**src/rtl/seq_det_pkg.sv**
```systemverilog
// Shared constants and types for the parameterised serial pattern detector.
package seq_det_pkg;

   localparam int PAT_LEN_DEF = 4;
   localparam int COUNT_W_DEF = 8;
   localparam int PAT_LEN_MIN = 2;
   localparam int PAT_LEN_MAX = 16;
   localparam int COUNT_W_MIN = 1;
   localparam int COUNT_W_MAX = 16;

   typedef enum logic {
      NON_OVERLAP = 1'b0,
      OVERLAP     = 1'b1
   } mode_e;

endpackage

```
**src/rtl/seq_match_counter.sv**
```systemverilog
// Saturating up-counter used to tally detector matches.
module seq_match_counter #(
   parameter int COUNT_W = 8
) (
   input  logic               clk,
   input  logic               reset,
   input  logic               inc,
   output logic [COUNT_W-1:0] count
);

   logic [COUNT_W-1:0] count_q;

   always_ff @(posedge clk or negedge reset) begin
      if (!reset)
         count_q <= '0;
      else if (inc && (count_q != {COUNT_W{1'b1}}))
         count_q <= count_q + COUNT_W'(1);
   end

   assign count = count_q;

endmodule

```
**src/rtl/seq_det_param.sv**
```systemverilog
// Serial pattern detector with runtime-loadable pattern and overlap mode.
// Match counter is present only when SEQ_DET_COUNT_EN is defined.
module seq_det_param
   import seq_det_pkg::*;
#(
   parameter int                 PAT_LEN   = PAT_LEN_DEF,
   parameter logic [PAT_LEN-1:0] PAT_RESET = 4'b1101,
   parameter int                 COUNT_W   = COUNT_W_DEF
) (
   input  logic               clk,
   input  logic               reset,
   input  logic               in,
   input  logic               in_valid,
   input  logic               overlap,
   input  logic               pat_load,
   input  logic [PAT_LEN-1:0] pattern,
   output logic               match,
   output logic [COUNT_W-1:0] match_count
);

   localparam int HIST_W = PAT_LEN - 1;
   localparam int FILL_W = $clog2(PAT_LEN);
   localparam logic [FILL_W-1:0] FILL_LAST = FILL_W'(PAT_LEN - 1);

   generate
      if (PAT_LEN < PAT_LEN_MIN || PAT_LEN > PAT_LEN_MAX) begin : g_bad_pat_len
         $error("seq_det_param: PAT_LEN %0d out of range", PAT_LEN);
      end
      if (COUNT_W < COUNT_W_MIN || COUNT_W > COUNT_W_MAX) begin : g_bad_count_w
         $error("seq_det_param: COUNT_W %0d out of range", COUNT_W);
      end
   endgenerate

   logic [PAT_LEN-1:0] pat_q,  pat_d;
   logic [HIST_W-1:0]  hist_q, hist_d;
   logic [FILL_W-1:0]  fill_q, fill_d;
   logic               accept, full;
   mode_e              mode;

   assign mode   = mode_e'(overlap);
   assign accept = in_valid & ~pat_load;
   assign full   = (fill_q == FILL_LAST);
   // Reset forces fill to 0, which keeps match low while reset is asserted.
   assign match  = accept & full & ({hist_q, in} == pat_q);

   always_comb begin
      pat_d  = pat_q;
      hist_d = hist_q;
      fill_d = fill_q;
      if (pat_load) begin
         pat_d  = pattern;
         hist_d = '0;
         fill_d = '0;
      end else if (in_valid) begin
         hist_d = HIST_W'({hist_q, in});
         if (match && (mode == NON_OVERLAP))
            fill_d = '0;
         else if (!full)
            fill_d = fill_q + FILL_W'(1);
      end
   end

   always_ff @(posedge clk or negedge reset) begin
      if (!reset) begin
         pat_q  <= PAT_RESET;
         hist_q <= '0;
         fill_q <= '0;
      end else begin
         pat_q  <= pat_d;
         hist_q <= hist_d;
         fill_q <= fill_d;
      end
   end

`ifdef SEQ_DET_COUNT_EN
   seq_match_counter #(
      .COUNT_W (COUNT_W)
   ) u_cnt (
      .clk   (clk),
      .reset (reset),
      .inc   (match),
      .count (match_count)
   );
`else
   assign match_count = '0;
`endif

endmodule

```
**config.mk**
```make
export PLATFORM = sky130hd
export DESIGN_NAME = seq_det_param
export DESIGN_NICKNAME = d
export VERILOG_FILES = /design/src/rtl/seq_det_pkg.sv /design/src/rtl/seq_match_counter.sv /design/src/rtl/seq_det_param.sv
export SDC_FILE = /design/constraint.sdc
export NUM_CORES = 1
export LEC_CHECK = 0
export ABC_AREA = 1
export ABC_CLOCK_PERIOD_IN_PS = 2200
export BUFFER_PORTS_ARGS = -buffer_cell sky130_fd_sc_hd__buf_2
export CAP_MARGIN = 20
export CELL_PAD_IN_SITES_DETAIL_PLACEMENT = 1
export CELL_PAD_IN_SITES_GLOBAL_PLACEMENT = 1
export CORE_AREA = 3 3 44 46
export DETAILED_ROUTE_END_ITERATION = 8
export DIE_AREA = 0 0 47 49
export HOLD_SLACK_MARGIN = 0.08
export PLACE_DENSITY = 0.85
export REMOVE_ABC_BUFFERS = 1
export SYNTH_ARGS = -nofsm -noshare
export SYNTH_HDL_FRONTEND = slang
export SYNTH_SLANG_ARGS = --single-unit
```
**constraint.sdc**
```tcl
create_clock -name clk -period 2.2 [get_ports clk]
set_input_delay 0 -clock clk [delete_from_list [all_inputs] [get_ports clk]]
set_output_delay 0 -clock clk [all_outputs]
set_load 0.02 [all_outputs]
```
Yosys cells after proc, flatten, opt, wreduce, memory -nomap -nowiden
Cells that the tools add are included.

Bits of input ports: 10. Bits in registers: 9. Output and inout bits: 9. Word-level logic and storage cells: 21.

Bitwise operators: 5. $add $sub $neg: 1. Mux-type cells: 6. Reduce and logical (&&, ||, !) cells: 3. Eq/ne operators: 3.

Operators with widths (count): $mux 2 (4); $mux 3 (2); $eq 4x4->1 (1); $and 1x1->1 (3); $ne 3x2->1 const B (1); $add 2x1->2 const B (1); $eq 2x2->1 const B (1); $not 1->1 (2); $reduce_and 2->1 (1); $reduce_bool 2->1 (1); $logic_and 1x1->1 (1).

Longest topological paths before layout
Gate-level depths: netlist of the first run.

Depth in word-level cells: 8. Mapped depth: 9. Mapped depth without buffers: 9.

Worst setup path after synthesis of the first run
Ideal clock, no wire load.

Kind: flip-flop to flip-flop. From: reg pat_q[0]. To: reg fill_q[0]. Arrival: 1.057 ns. Setup slack: 1.026 ns. Stages on the path, launching flop included: 10. Clock period less this slack: 1.174 ns. Library setup time: 0.117 ns. Cells stage by stage: dfstp_2 inv_1 nand2_1 nand2_1 nor2_1 nand4_1 nand2_1 nand2_1 nand2_1 nand2_1.

Word-level cells in the longest chain between the ends: 6.

Ends and longest elaborated chain: start, declared (RTL line seq_det_param.sv:34) `logic [PAT_LEN-1:0] pat_q, pat_d;`; start signal, assigned (RTL line seq_det_param.sv:69) `pat_q <= pat_d;`; $eq 4x4->1 (*) (RTL line seq_det_param.sv:44) `assign match = accept & full & ({hist_q, in} == pat_q);`; $and 1x1->1 (*) (RTL line seq_det_param.sv:44); $logic_and 1x1->1 (*) (RTL line seq_det_param.sv:56) `if (match && (mode == NON_OVERLAP))`; $mux 2 (RTL line seq_det_param.sv:56); $mux 2 (RTL line seq_det_param.sv:54) `end else if (in_valid) begin`; $mux 2 (RTL line seq_det_param.sv:50) `if (pat_load) begin`; end signal, assigned (RTL line seq_det_param.sv:71) `fill_q <= fill_d;`; end, declared (RTL line seq_det_param.sv:36) `logic [FILL_W-1:0] fill_q, fill_d;`.

Every way passes the cells marked *; elsewhere a longest branch is shown, timed or not. The select of a mux whose other input is x is not followed. A chain may end at the register's enable or synchronous reset.

Worst setup path after layout of the first run
From: reg fill_q[0]. To: out match.

Word-level cells in the longest chain between the ends: 3.

Ends and longest elaborated chain: $eq 2x2->1 (RTL line seq_det_param.sv:42) `assign full = (fill_q == FILL_LAST);`; $and 1x1->1 (2 in a row) (RTL line seq_det_param.sv:44); end, declared (RTL line seq_det_param.sv:17) `output logic match,`.

No other way between the ends.

==> impl_metrics.py, run 1 <==
metrics = {
    "outcome": {
        "status": "completed",
    },
    "setup_path": {
        "timing.rr.end": "fill_q[0]$_DFFE_PN0P_",
        "crit_path_top_delay_cell": "dfrtp_1",
        "worstPathRequired_ns": 2.20,
        "worstSetupPathType": "reg2out",
        "critPathArrivalTime_ns": 1.38,
        "r2r-start": "fill_q[0]$_DFFE_PN0P_",
        "cp_cell_sequence": "ha_1 -> nand3_1 -> nor2_1 -> and3_2 -> buf_2",
        "r2r_cells": 8,
        "crit_path_start_kind": "register",
        "crit_buf_inv": 1,
        "path_delay_family": "simple AND/OR/NAND/NOR gates",
        "slowest_delay_ns": 0.38,
        "rrSetupSlack_ns": 0.90,
        "crit_path_start": "fill_q[0]$_DFFE_PN0P_",
        "end_kind": "output pin",
        "cp_max_fo": 3,
    },
    "synth": {
        "synth_seq_area_share_pct": 42.3,
        "syn-cell-area_um2": 542,
        "yosysWarnings": 0,
        "synth.avg_cell_area_um2": 7.42,
        "synth.distinct_cells": 16,
        "syn_inst": 73,
        "synth-seq-cells": 9,
    },
    "global_routing": {
        "track_usage_pct": 13.2,
        "grt_pass1_vias": 490,
        "overflow": 0,
        "grt_max_degree": 12,
        "antenna_found_initial": 0,
        "grt_first_pass_wirelength_um": 2190,
    },
    "cts": {
        "insertion_delay_ns": 0.26,
        "cts_tree": "yes",
        "htree_levels": 1,
        "cts_resized": 0,
        "clockRootBuffer": "clkbuf_4",
        "clkTransAtPathRegs_ns": 0.06,
        "cts_sinks": 9,
        "cts_buffers": 3,
        "clockBufferDepth": 2,
    },
    "min_path": {
        "hold_end": "pat_q[3]$_DFFE_PN1P_",
        "hp-start": "pat_load",
        "hold_path_class": "in2reg",
        "whs_path_depth": 2,
    },
    "drt": {
        "dr.pass1.iters": 1,
        "post-route-drc-count": 0,
        "antenna_left": 0,
        "vias": 509,
        "viasPerCell": 4.59,
        "routedWlPerCell_um": 11.7,
        "drt_iter0_drc": 0,
        "finalWirelength_um": 1290,
    },
    "final_layout": {
        "area_growth_pct": 29.1,
        "stdcell_area_um2": 699,
        "drive_gt1_share_pct": 20.0,
        "nNetsFinal": 107,
        "insertedDiodeCount": 0,
    },
    "power": {
        "ir_drop_mv": 0.352,
        "p_leak_nw": 0.377,
        "p_per_area_nw_per_um2": 588,
    },
    "sta": {
        "tns_ns": 0,
        "layout_min_cycle_time_ns": 1.38,
        "max_freq_mhz": 727,
        "skew_ns": 0.00370,
        "maxSlewViolCount": 0,
        "grt_setup_unrepaired": "false",
        "setup_viol": 0,
        "period_share_pct": 62.5,
        "hold_viol": 0,
    },
    "floorplanning": {
        "num_rows": 14,
        "design.die.area_um2": 2300,
        "fp.dieW_um": 47,
        "pin_count": 19,
        "start_util_pct": 35.1,
        "die_h_um": 49,
        "coreArea_um2": 1540,
    },
    "placement": {
        "routabilityCongestion": 0.745,
        "dp_hpwl_um": 974,
        "portBuffers": 10,
        "post_dp_cell_area_um2": 573,
    },
    "run": {
        "maxCapViolCount": 0,
    },
}
stage by stage:
| stage | util, % | worst slack, ns | cells | hold WS [ns] | total power [mW] |
|---|---|---|---|---|---|
| 2_1_floorplan | - | 1.03 | 71 | -0.296 | 0.247 |
| 3_3_place_gp | 37.2 | 0.932 | 97 | -0.138 | 0.269 |
| 3_5_place_dp | 37.2 | 0.904 | 97 | -0.139 | 0.274 |
| 4_1_cts | 45.4 | 0.809 | 111 | 0.0880 | 0.416 |
| 5_1_grt | 45.4 | 0.698 | 111 | 0.108 | 0.442 |
| 6_report | 45.4 | 0.824 | 111 | 0.0758 | 0.411 |
flip-flops by register name, indices dropped and copies added (netlist names):
name / count
hist_q: 3
pat_q: 4
fill_q: 2
final cells by class:
cell class	instances	area, um^2
Fill cell	207	842
Clock buffer	4	26.3
Tap cell	16	20.0
Sequential cell	9	229
Inverter	11	41.3
Multi-Input combinational cell	51	233
Timing Repair Buffer	20	150
cell usage after synthesis:
library cell	number	area [um^2]
xnor2_1	1	8.76
conb_1	1	3.75
dfstp_2	3	78.8
inv_2	1	3.75
nand4_1	2	12.5
or2_4	1	8.76
nor2_1	4	15.0
buf_2	1	5.00
nand2_1	22	82.6
buf_4	8	60.1
inv_1	10	37.5
ha_1	1	12.5
o21ai_0	6	30.0
and3_2	1	7.51
nand3_1	5	25.0
dfrtp_1	6	150
cells by family (layout without fill, tap and decap cells):
| kind of cell | Yosys count | after routing | share of synthesized area, % |
|---|---|---|---|
| simple gates | 35 | 35 | 27.9 |
| compound gates | 6 | 6 | 5.54 |
| fa+ha+maj | 1 | 1 | 2.31 |
| xor+xnor | 1 | 1 | 1.62 |
| other cells | 1 | 8 | 0.692 |
| buf+inv | 20 | 35 | 19.6 |
| flops | 9 | 9 | 42.3 |
cells in the final DEF (no fill, tap or decap):
master and instances:
inv_2 1, and3_2 1, nand4_1 2, clkbuf_4 3
conb_1 8, dfstp_2 3, dlygate4sd3_1 10, buf_2 10
xnor2_1 1, dfrtp_1 6, nor2_1 4, nand3_1 5
or2_4 1, nand2_1 22, inv_1 10, clkbuf_1 1
o21ai_0 6, ha_1 1
metal layers:
| metal | vias up | GRT usage (%) | wire length (um) |
|---|---|---|---|
| met5 | - | 0 | 0 |
| met3 | 2 | 4.43 | 62 |
| li1 | 253 | - | - |
| met4 | 0 | 4.15 | 9 |
| met1 | 241 | 15.5 | 527 |
| met2 | 13 | 21.7 | 694 |
where the power goes:
part | total, mW | switching, mW | internal (mW)
Combinational | 0.0891 | 0.0519 | 0.0372
Sequential | 0.195 | 0.0106 | 0.185
Clock | 0.127 | 0.0568 | 0.0699
Total | 0.411 | 0.119 | 0.292
worst max path at each step:
stage / end / depth (start not counted)
2_1_floorplan: fill_q[0]$_DFFE_PN0P_ / 9
3_3_place_gp: fill_q[1]$_DFFE_PN0P_ / 8
3_5_place_dp: fill_q[1]$_DFFE_PN0P_ / 8
4_1_cts: match / 6
5_1_grt: match / 5
6_report: match / 5
worst register-to-register path, stage by stage (launching register included):
cell     delay, ns
dfrtp_1       0.38
ha_1          0.18
nand3_1       0.09
nor2_1        0.13
nand4_1       0.13
nand2_1       0.11
nand2_1       0.07
nand2_1       0.06
nand2_1       0.04
what timing repair did:
action,in CTS,in global routing
setup buffers,0,0
hold endpoints to repair,16,0
hold buffers,10,0
Power figures use the tool's default switching activity.
==> inputs of run 2 (changes only) <==
- ABC_AREA: 1 -> 0
- ABC_CLOCK_PERIOD_IN_PS: 2200 -> 1200
- CORE_AREA: 3 3 44 46 -> 3 3 46 48
- DIE_AREA: 0 0 47 49 -> 0 0 49 51
- PLACE_DENSITY: 0.85 -> 0.76
- clock period: 2.2 -> 1.2 ns (I/O delays scaled with it)
==> run 2 against run 1 <==
The flow now finishes with violations (negative setup slack). Final area increased by 2.3%. Clock power rose by 83%. Count of clock-buffer cells in the layout is the same.
==> impl_metrics.py, run 2 <==
metrics = {
    "synth": {
        "yosysMostFrequentCell": "buf_4",
        "yosysWarnings": 0,
        "synth.top_cell.area_share_pct": 28.5,
        "synth.distinct_cells": 19,
        "synth_seq_area_share_pct": 43.5,
        "synth_top_cells_by_area": "dfrtp_1 29%, dfstp_2 15%, buf_4 11%, mux2_2 8.6%, mux2i_1 7.6%",
        "syn_inst": 46,
        "synth-seq-cells": 9,
        "synth_top_cells_by_count": "8 x buf_4, 6 x dfrtp_1, 4 x mux2_2, 4 x mux2i_1, 4 x xor2_1",
        "synth_top_area_cell": "dfrtp_1",
        "synth.avg_cell_area_um2": 11.5,
        "synth-async-reset-ratio_pct": 100,
        "synth_edf_count": 0,
        "syn-cell-area_um2": 527,
        "yosys_most_used_dff": "dfrtp_1",
    },
    "setup_path": {
        "end_kind": "output pin",
        "timing.rr.end": "fill_q[1]$_DFFE_PN0P_",
        "critPathArrivalTime_ns": 1.44,
        "worstPathRequired_ns": 1.20,
        "rrSetupSlack_ns": -0.13,
        "slowest_delay_ns": 0.56,
        "cp_max_fo": 3,
        "r2r_cells": 5,
        "crit_path_top_delay_cell": "dfstp_2",
        "cp_cell_sequence": "xor2_2 -> nor3b_2 -> and3_1 -> buf_4",
        "crit_path_start_kind": "register",
        "crit_buf_inv": 1,
        "r2r-start": "pat_q[0]$_DFFE_PN1P_",
        "path_delay_family": "flip-flops",
        "worstSetupPathType": "reg2out",
    },
    "sta": {
        "finalHoldWorstSlack_ns": 0.109,
        "max_freq_mhz": 696,
        "maxSlewViolCount": 0,
        "skew_ns": 0.00290,
        "layout_min_cycle_time_ns": 1.44,
        "period_share_pct": 120,
        "setup_viol": 3,
        "hold_viol": 0,
        "layout_setup_ws_ns": -0.237,
        "grt_setup_unrepaired": "true",
    },
    "final_layout": {
        "largest_register_ffs": 4,
        "regMostFlops": "pat_q",
        "nNetsFinal": 80,
        "final_common_cell": "buf_2",
        "reg_top3": "pat_q: 4 flops, hist_q: 3 flops, fill_q: 2 flops",
        "layout_common_cells": "9 x buf_2, 8 x conb_1, 8 x dlygate4sd3_1",
        "stdcell_area_um2": 716,
        "drive_gt1_share_pct": 41.2,
        "fin_util_pct": 41.0,
        "area_growth_pct": 35.9,
        "insertedDiodeCount": 0,
    },
    "placement": {
        "post_dp_cell_area_um2": 577,
        "dp_hpwl_um": 758,
        "portBuffers": 10,
        "routabilityCongestion": 0.659,
        "place_ws_ns": -0.0997,
    },
    "drt": {
        "drt_iter0_drc": 2,
        "antenna_left": 0,
        "post-route-drc-count": 0,
        "dr.pass1.iters": 4,
        "vias": 369,
        "finalWirelength_um": 1060,
        "viasPerCell": 3.97,
        "routedWlPerCell_um": 11.4,
    },
    "global_routing": {
        "grt_pass1_vias": 420,
        "overflow": 0,
        "grt_max_degree": 10,
        "track_usage_pct": 9.82,
        "antenna_found_initial": 0,
        "grt_first_pass_wirelength_um": 1820,
    },
    "floorplanning": {
        "coreArea_um2": 1750,
        "start_util_pct": 30.2,
        "num_rows": 15,
        "die_h_um": 51,
        "design.die.area_um2": 2500,
        "pin_count": 19,
        "fp.dieW_um": 49,
    },
    "power": {
        "total_power_mw": 0.749,
        "p_leak_nw": 0.346,
        "ir_drop_mv": 0.460,
        "p_per_area_nw_per_um2": 1050,
    },
    "cts": {
        "cts_tree": "yes",
        "clockBufferDepth": 2,
        "cts_sinks": 9,
        "insertion_delay_ns": 0.26,
        "htree_levels": 1,
        "clkTransAtPathRegs_ns": 0.06,
        "clockRootBuffer": "clkbuf_4",
        "cts_buffers": 3,
    },
    "min_path": {
        "hp-start": "in_valid",
        "hold_end": "hist_q[0]$_DFFE_PN0P_",
        "whs_path_depth": 3,
        "hold_path_class": "in2reg",
    },
    "run": {
        "maxCapViolCount": 0,
    },
    "outcome": {
        "status": "finished with violations",
        "violations": "negative setup slack",
    },
}
## run 2: cell types whose count changed in the layout (fill, tap and decap cells not counted), moves of 3 or more
cell     previous run  this run
xor2_2              0         3
mux2i_1             0         4
inv_1              10         1
nand3_1             5         0
mux2_2              0         4
buf_4               0         3
o21ai_0             6         0
nand2_1            22         0
## run 2: per-stage QoR
step	setup TNS, ns	std cells
after CTS	-0.396	92
after global routing	-0.770	93
after detailed placement	-0.133	80
after floorplan	0	44
final	-0.428	93
after global placement	-0.0416	80
## run 2: timing repair
item / in CTS / in global routing
pin swaps: 2 / 1
setup endpoints to repair: 3 / 3
hold buffers: 8 / 0
resized for setup: 1 / 3
hold endpoints to repair: 16 / 0
setup buffers: 0 / 1
## run 2: how the worst max path moves through the flow
stage | start | endpoint | cells past startpoint
global placement | pat_q[0]$_DFFE_PN1P_ | fill_q[1]$_DFFE_PN0P_ | 4
floorplan | pat_q[0]$_DFFE_PN1P_ | fill_q[1]$_DFFE_PN0P_ | 4
detailed placement | pat_q[2]$_DFFE_PN1P_ | fill_q[1]$_DFFE_PN0P_ | 4
global route | pat_q[0]$_DFFE_PN1P_ | match | 4
finish | pat_q[0]$_DFFE_PN1P_ | match | 4
CTS | pat_q[2]$_DFFE_PN1P_ | match | 4
## run 2: layer usage
| metal | track usage [%] | vias to the layer above | part of all wire (%) |
|---|---|---|---|
| met5 | 0 | - | 0 |
| met4 | 5.69 | 0 | 0 |
| li1 | - | 181 | - |
| met2 | 16.3 | 12 | 49 |
| met3 | 2.92 | 0 | 5.8 |
| met1 | 11.3 | 176 | 45 |
## run 2: layout make-up
cell class,count,area [um^2]
Inverter,1,3.75
Clock buffer,4,26.3
Timing Repair Buffer,20,148
Sequential cell,9,229
Fill cell,207,1030
Tap cell,25,31.3
Multi-Input combinational cell,34,278
## run 2: power breakdown
group	switching, mW	total [mW]	internal, mW
combinational	0.0785	0.157	0.0787
sequential	0.0226	0.359	0.336
clock	0.105	0.233	0.128
total	0.206	0.749	0.543
## run 2: cells by family after synthesis
| kind of cell | count (synthesis) | synth area share (%) |
|---|---|---|
| XOR/XNOR | 5 | 8.31 |
| buffers and inverters | 10 | 13.1 |
| multiplexers | 8 | 16.2 |
| adder cells (fa/ha/maj) | 1 | 2.37 |
| other | 1 | 0.712 |
| flip-flops | 9 | 43.5 |
| AO/OA/AOI/OAI | 1 | 1.19 |
| AND/OR/NAND/NOR | 11 | 14.7 |
## run 2: worst min-delay path, cell delays in order
cell and delay [ns]:
buf_2 0.15, mux2i_1 0.09, nor2_1 0.08
